[src/rtl/msm_bucket_fifo_if.sv]
// Bundle between the point scheduler, the bucket FIFO and the EC point adder.
// master = scheduler/adder side, slave = the FIFO itself.
interface msm_bucket_fifo_if #(
  parameter int DATA_WIDTH  = 180,
  parameter int INDEX_WIDTH = 4,
  parameter int DEPTH       = 15
);
  localparam int CNT_W = $clog2(DEPTH + 1);

  logic                   clear;
  logic                   we;
  logic [DATA_WIDTH-1:0]  pin;
  logic [INDEX_WIDTH-1:0] index_in;
  logic                   re;
  logic [DATA_WIDTH-1:0]  pout;
  logic [INDEX_WIDTH-1:0] index_out;
  logic                   out_valid;
  logic                   full;
  logic                   empty;
  logic                   almost_full;
  logic                   almost_empty;
  logic [CNT_W-1:0]       level;
  logic                   overflow;
  logic                   underflow;

  modport master (
    output clear, we, pin, index_in, re,
    input  pout, index_out, out_valid, full, empty,
           almost_full, almost_empty, level, overflow, underflow
  );

  modport slave (
    input  clear, we, pin, index_in, re,
    output pout, index_out, out_valid, full, empty,
           almost_full, almost_empty, level, overflow, underflow
  );
endinterface

[src/rtl/msm_bucket_fifo.sv]
// Point/bucket-index FIFO for MSM bucket accumulation. Holds {index, point pair}
// while the target bucket is busy. Any DEPTH >= 2, optional first-word-fall-through,
// programmable almost flags, sticky overflow/underflow and a synchronous flush.
module msm_bucket_fifo #(
  parameter int PW          = 30,
  parameter int DATA_WIDTH  = 6 * PW,
  parameter int INDEX_WIDTH = 4,
  parameter int DEPTH       = 15,
  parameter bit FWFT        = 1'b0,
  parameter int AF_LEVEL    = DEPTH - 2,
  parameter int AE_LEVEL    = 2
) (
  input  logic             clk,
  input  logic             rst,
  msm_bucket_fifo_if.slave bus
);
  localparam int PTR_W = (DEPTH > 1) ? $clog2(DEPTH) : 1;
  localparam int CNT_W = $clog2(DEPTH + 1);
  localparam int ENT_W = INDEX_WIDTH + DATA_WIDTH;

  // Pointers wrap at DEPTH-1 explicitly, so non-power-of-2 depths work.
  localparam logic [PTR_W-1:0] LAST_PTR = PTR_W'(DEPTH - 1);
  localparam logic [CNT_W-1:0] FULL_LVL = CNT_W'(DEPTH);

  // Entry storage; deliberately not reset, pointers/level define validity.
  logic [ENT_W-1:0] mem_q [DEPTH];

  logic [PTR_W-1:0] wr_ptr_q, wr_ptr_d;
  logic [PTR_W-1:0] rd_ptr_q, rd_ptr_d;
  logic [CNT_W-1:0] level_q, level_d;
  logic             ovf_q, ovf_d;
  logic             udf_q, udf_d;
  logic [ENT_W-1:0] dout_q, dout_d;
  logic             vld_q, vld_d;

  logic             full_w, empty_w;
  logic             rd_ok, wr_ok;
  logic [ENT_W-1:0] head;

  function automatic logic [PTR_W-1:0] ptr_inc(input logic [PTR_W-1:0] p);
    return (p == LAST_PTR) ? '0 : p + PTR_W'(1);
  endfunction

  assign full_w  = (level_q == FULL_LVL);
  assign empty_w = (level_q == '0);
  assign rd_ok   = bus.re & ~empty_w;
  // A pop in the same cycle frees a slot, so a write at full is still taken.
  assign wr_ok   = bus.we & (~full_w | rd_ok);
  assign head    = mem_q[rd_ptr_q];

  // Next-state: pointers, occupancy, sticky errors and the registered read port.
  always_comb begin
    wr_ptr_d = wr_ptr_q;
    rd_ptr_d = rd_ptr_q;
    level_d  = level_q;
    ovf_d    = ovf_q;
    udf_d    = udf_q;
    dout_d   = dout_q;
    vld_d    = 1'b0;
    if (bus.clear) begin
      // Flush wins over same-cycle requests; they are dropped without error.
      wr_ptr_d = '0;
      rd_ptr_d = '0;
      level_d  = '0;
      ovf_d    = 1'b0;
      udf_d    = 1'b0;
      dout_d   = '0;
    end else begin
      if (wr_ok) wr_ptr_d = ptr_inc(wr_ptr_q);
      if (rd_ok) begin
        rd_ptr_d = ptr_inc(rd_ptr_q);
        dout_d   = head;
        vld_d    = 1'b1;
      end
      if (wr_ok && !rd_ok)      level_d = level_q + CNT_W'(1);
      else if (rd_ok && !wr_ok) level_d = level_q - CNT_W'(1);
      if (bus.we && !wr_ok) ovf_d = 1'b1;
      if (bus.re && empty_w) udf_d = 1'b1;
    end
  end

  // State registers; async reset returns an all-zero output, i.e. "no bucket".
  always_ff @(posedge clk or posedge rst) begin
    if (rst) begin
      wr_ptr_q <= '0;
      rd_ptr_q <= '0;
      level_q  <= '0;
      ovf_q    <= 1'b0;
      udf_q    <= 1'b0;
      dout_q   <= '0;
      vld_q    <= 1'b0;
    end else begin
      wr_ptr_q <= wr_ptr_d;
      rd_ptr_q <= rd_ptr_d;
      level_q  <= level_d;
      ovf_q    <= ovf_d;
      udf_q    <= udf_d;
      dout_q   <= dout_d;
      vld_q    <= vld_d;
    end
  end

  // Storage write; a flush drops the same-cycle write.
  always_ff @(posedge clk) begin
    if (wr_ok && !bus.clear) mem_q[wr_ptr_q] <= {bus.index_in, bus.pin};
  end

  // FWFT exposes the head entry directly; otherwise the one-cycle read register.
  assign bus.pout      = FWFT ? head[DATA_WIDTH-1:0]     : dout_q[DATA_WIDTH-1:0];
  assign bus.index_out = FWFT ? head[ENT_W-1:DATA_WIDTH] : dout_q[ENT_W-1:DATA_WIDTH];
  assign bus.out_valid = FWFT ? ~empty_w : vld_q;

  assign bus.full         = full_w;
  assign bus.empty        = empty_w;
  assign bus.almost_full  = (int'(level_q) >= AF_LEVEL);
  assign bus.almost_empty = (int'(level_q) <= AE_LEVEL);
  assign bus.level        = level_q;
  assign bus.overflow     = ovf_q;
  assign bus.underflow    = udf_q;
endmodule

[src/flat_wrapper.sv]
// flat-port wrapper written by rule: the top's interface ports become plain ports
module msm_bucket_fifo_flat 
#(
  parameter int PW          = 30,
  parameter int DATA_WIDTH  = 6 * PW,
  parameter int INDEX_WIDTH = 4,
  parameter int DEPTH       = 15,
  parameter bit FWFT        = 1'b0,
  parameter int AF_LEVEL    = DEPTH - 2,
  parameter int AE_LEVEL    = 2
)
  (clk, rst, bus_clear, bus_we, bus_pin, bus_index_in, bus_re, bus_pout, bus_index_out, bus_out_valid, bus_full, bus_empty, bus_almost_full, bus_almost_empty, bus_level, bus_overflow, bus_underflow);
  msm_bucket_fifo_if #(.DATA_WIDTH(DATA_WIDTH), .INDEX_WIDTH(INDEX_WIDTH), .DEPTH(DEPTH)) bus_i ();
  input  logic clk;
  input  logic rst;
  input wire logic [$bits(bus_i.clear)-1:0] bus_clear;
  input wire logic [$bits(bus_i.we)-1:0] bus_we;
  input wire logic [$bits(bus_i.pin)-1:0] bus_pin;
  input wire logic [$bits(bus_i.index_in)-1:0] bus_index_in;
  input wire logic [$bits(bus_i.re)-1:0] bus_re;
  output wire logic [$bits(bus_i.pout)-1:0] bus_pout;
  output wire logic [$bits(bus_i.index_out)-1:0] bus_index_out;
  output wire logic [$bits(bus_i.out_valid)-1:0] bus_out_valid;
  output wire logic [$bits(bus_i.full)-1:0] bus_full;
  output wire logic [$bits(bus_i.empty)-1:0] bus_empty;
  output wire logic [$bits(bus_i.almost_full)-1:0] bus_almost_full;
  output wire logic [$bits(bus_i.almost_empty)-1:0] bus_almost_empty;
  output wire logic [$bits(bus_i.level)-1:0] bus_level;
  output wire logic [$bits(bus_i.overflow)-1:0] bus_overflow;
  output wire logic [$bits(bus_i.underflow)-1:0] bus_underflow;
  assign bus_i.clear = bus_clear;
  assign bus_i.we = bus_we;
  assign bus_i.pin = bus_pin;
  assign bus_i.index_in = bus_index_in;
  assign bus_i.re = bus_re;
  assign bus_pout = bus_i.pout;
  assign bus_index_out = bus_i.index_out;
  assign bus_out_valid = bus_i.out_valid;
  assign bus_full = bus_i.full;
  assign bus_empty = bus_i.empty;
  assign bus_almost_full = bus_i.almost_full;
  assign bus_almost_empty = bus_i.almost_empty;
  assign bus_level = bus_i.level;
  assign bus_overflow = bus_i.overflow;
  assign bus_underflow = bus_i.underflow;
  msm_bucket_fifo #(.PW(PW), .DATA_WIDTH(DATA_WIDTH), .INDEX_WIDTH(INDEX_WIDTH), .DEPTH(DEPTH), .FWFT(FWFT), .AF_LEVEL(AF_LEVEL), .AE_LEVEL(AE_LEVEL)) u_core (.clk(clk), .rst(rst), .bus(bus_i));
endmodule
[config.mk]
export PLATFORM = sky130hd
export DESIGN_NAME = msm_bucket_fifo_flat
export DESIGN_NICKNAME = d
export VERILOG_FILES = /design/src/rtl/msm_bucket_fifo_if.sv /design/src/rtl/msm_bucket_fifo.sv /design/src/flat_wrapper.sv
export SDC_FILE = /design/constraint.sdc
export NUM_CORES = 2
export LEC_CHECK = 0
export ABC_CLOCK_PERIOD_IN_PS = 51500
export BUFFER_PORTS_ARGS = -buffer_cell sky130_fd_sc_hd__buf_4
export CORE_ASPECT_RATIO = 0.6
export CORE_MARGIN = 10
export CORE_UTILIZATION = 40
export DETAILED_ROUTE_END_ITERATION = 8
export SYNTH_ARGS = -nofsm -noshare
export SYNTH_HDL_FRONTEND = slang
export SYNTH_SLANG_ARGS = --single-unit
[constraint.sdc]
create_clock -name clk -period 51.5 [get_ports clk]
set_input_delay 10.3 -clock clk [delete_from_list [all_inputs] [get_ports clk]]
set_output_delay 10.3 -clock clk [all_outputs]
set_load 0.05 [all_outputs]
==> results.yml <==
cells_and_area:
  multi_input_area_mm2: 0.0229
  final_core_util: 0.460
  syn2layout_area_growth_pct: 14.5
  layout-drive-gt1-share: 0.337
  final_cell_mix: "edfxtp_1, mux4_2, mux2_2, buf_4, a22oi_1"
  layout_commonest_cell: "edfxtp_1"
  fillerInstances: 23075
  final_cell_area_mm2: 0.128
  final-seq-area_mm2: 0.0879
  final_nets: 5750
cts:
  postCtsSetupBuffers: 0
  cts_tree: "done"
  cts_resized: 0
  insertion_delay_ns: 0.84
  path_clk_slew_ns: 0.06
  cts.sinks: 2959
  ctsHoldBuffers: 0
  cts_buffers: 281
  root_buffer: "clkbuf_16"
  h-tree-depth: 5
  cts_buffer_depth: 4
power:
  swShare: 0.262
  power_mw: 5.79
  power_density_mw_per_mm2: 45.1
  combPwrFrac: 0.169
  power.leakage_nw: 41.3
  p_int_mw: 4.27
  ir_drop_v: 0.0000236
  power.share.clock: 0.354
  p_seq_frac: 0.476
  switchingPower_mw: 1.52
setup_path:
  crit_arrival_ns: 14.30
  cp.required_ns: 51.95
  startpoint_type: "input pin"
  critPathMaxFanout: 45
  crit_type: "input pin to flop"
  endpoint_kind: "flop"
timing:
  slew_headroom: 0.207
  rsz0062_at_grt: "false"
  clock_skew_ns: 0.0491
  finalHoldViolCount: 0
  max_freq_ghz: 0.0722
  finalCritPeriodShare: 0.269
  tns_ns: 0
  postLayoutSetupSlackWorst_ns: 37.65
  worst_slew_pin_slew_ns: 1.19
  slew_viol_final: 0
  period_minus_slack_ns: 13.85
  finalSetupViolations: 0
floorplanning:
  io_pins: 384
  die_area_mm2: 0.302
  die_h_um: 430
  start_util: 0.402
  die_w_um: 703
  rows: 150
  design.core.area_mm2: 0.279
synth:
  avgSynthCellArea_um2: 22.0
  syn-cell-area_mm2: 0.112
  synth_area_leaders: "edfxtp_1, mux4_2, mux2_2"
  synth.distinct_cells: 50
  synth_edf_count: 2760
  synth.largest_area_cell: "edfxtp_1"
  synth_cells: 5082
  syn_nets: 5276
  ys_warn_count: 0
  synth_flop_cell: "edfxtp_1"
  synth-seq-cells: 2959
  synth_top_area_share: 0.740
  synth-seq-area-share: 0.784
  async_flop_share: 0.0673
route:
  routed_wl_um: 270000
  ant_nets: 0
  firstDrtPassIters: 5
  viasPerCell: 5.52
  drt-initial-drc-count: 4508
  drc: 0
  vias: 52538
  wl_per_cell_um: 28.4
placement:
  placed_area_mm2: 0.119
  io_buffer_count: 383
  dp_worst_setup_slack_ns: 36.77
  place.detailed.hpwl_um: 143000
  globalplace.congestion: 0.718
status:
  status: "finished clean"
global_routing:
  grt_pass1_vias: 54795
  grt.overflow.total: 0
  grt_pass1_wl_um: 394000
  antenna_found_initial: 28
  grt_start_max_net_pins: 129
  track_usage: 0.175
run:
  cap_violations: 0
hold_path:
  min_path_type: "flop to flop"
[per-stage QoR]
step / hold WS, ns / instances
6_report: 0.504 / 9512
5_1_grt: 0.537 / 9508
4_1_cts: 0.504 / 9504
3_5_place_dp: 0.488 / 8997
3_3_place_gp: 0.468 / 8997
2_1_floorplan: 0.567 / 5082
[cell type report]
cell class,instances,area share
diodes,8,0.000156
clock buffers,379,0.0610
flip-flops and latches,2959,0.685
multi-input cells,1829,0.179
clock inverters,128,0.00943
well taps,3724,0.0363
inverters,8,0.000293
repair buffers,477,0.0295
[critical path: stages]
cell,delay (ns)
buf_4,0.12
nand3b_1,0.20
o21ai_0,0.11
buf_4,0.18
or4_1,0.59
nor2_4,0.48
buf_4,0.75
buf_4,0.78
buf_4,0.66
[per-layer routing]
| layer | global-route usage | routed length, um |
|---|---|---|
| met4 | 0.0402 | 5950 |
| met3 | 0.0308 | 14500 |
| met1 | 0.245 | 118000 |
| met2 | 0.287 | 132000 |
| met5 | 0 | 88 |
[power groups by stage]
stage	sequential (mW)	clock, mW	combinational (mW)
after floorplan	2.93	0	0.574
after global placement	2.81	0	0.998
after detailed placement	2.81	0	1.00
after CTS	2.76	2.10	1.00
after global routing	2.77	2.20	1.05
final	2.76	2.05	0.981
[flip-flops by register name (all words and copies together), names as in the netlist]
register,cells
u_core.bus.level,4
u_core.bus.out_valid,1
u_core.bus.overflow,1
u_core.bus.underflow,1
u_core.dout_q,184
u_core.mem_q,2760
u_core.rd_ptr_q,4
u_core.wr_ptr_q,4
[path summary, 6_finish.rpt]
check / startpoint / endpoint / slack [ns] / cells past startpoint
worst max-delay path: bus_re / u_core.mem_q[1][42] / 37.65 / 9
worst min-delay path: u_core.bus.overflow / u_core.bus.overflow / 0.50 / 2
worst max register to register: u_core.rd_ptr_q[0] / u_core.dout_q[51] / 44.88 / 9
worst min register to register: u_core.bus.overflow / u_core.bus.overflow / 0.50 / 2
max in group asynchronous: rst / u_core.dout_q[4] / 40.55 / 3
min in group asynchronous: rst / u_core.dout_q[155] / 9.62 / 2
[Yosys cell counts (2+ instances only)]
| master | instances |
|---|---|
| a211oi_1 | 2 |
| inv_1 | 8 |
| buf_4 | 2 |
| buf_1 | 7 |
| o2111ai_1 | 2 |
| nand3_1 | 25 |
| o211a_1 | 22 |
| or2_2 | 2 |
| buf_2 | 151 |
| o22ai_1 | 24 |
| o21ai_0 | 30 |
| a21oi_1 | 9 |
| mux2i_1 | 49 |
| o31ai_1 | 2 |
| mux2_2 | 507 |
| dfrtp_1 | 199 |
| nor4b_1 | 2 |
| nor4_2 | 2 |
| nor3_1 | 5 |
| buf_6 | 15 |
| nor4_1 | 4 |
| clkbuf_1 | 111 |
| mux4_2 | 529 |
| nor2_1 | 21 |
| edfxtp_1 | 2760 |
| nand2b_1 | 23 |
| nand2_1 | 198 |
| or4_1 | 2 |
| a22oi_1 | 344 |
| nor2b_1 | 2 |
| ha_1 | 4 |
[cells by family after synthesis]
| kind of cell | Yosys count | synth area share |
|---|---|---|
| flip-flops | 2959 | 0.784 |
| multiplexers | 1085 | 0.162 |
| AO/OA/AOI/OAI | 446 | 0.0295 |
| buffers and inverters | 294 | 0.0126 |
| AND/OR/NAND/NOR | 291 | 0.0112 |
| adder cells (fa/ha/maj) | 5 | 0.000625 |
| XOR/XNOR | 2 | 0.000156 |
Note: power is estimated with default switching activity, not from simulation.
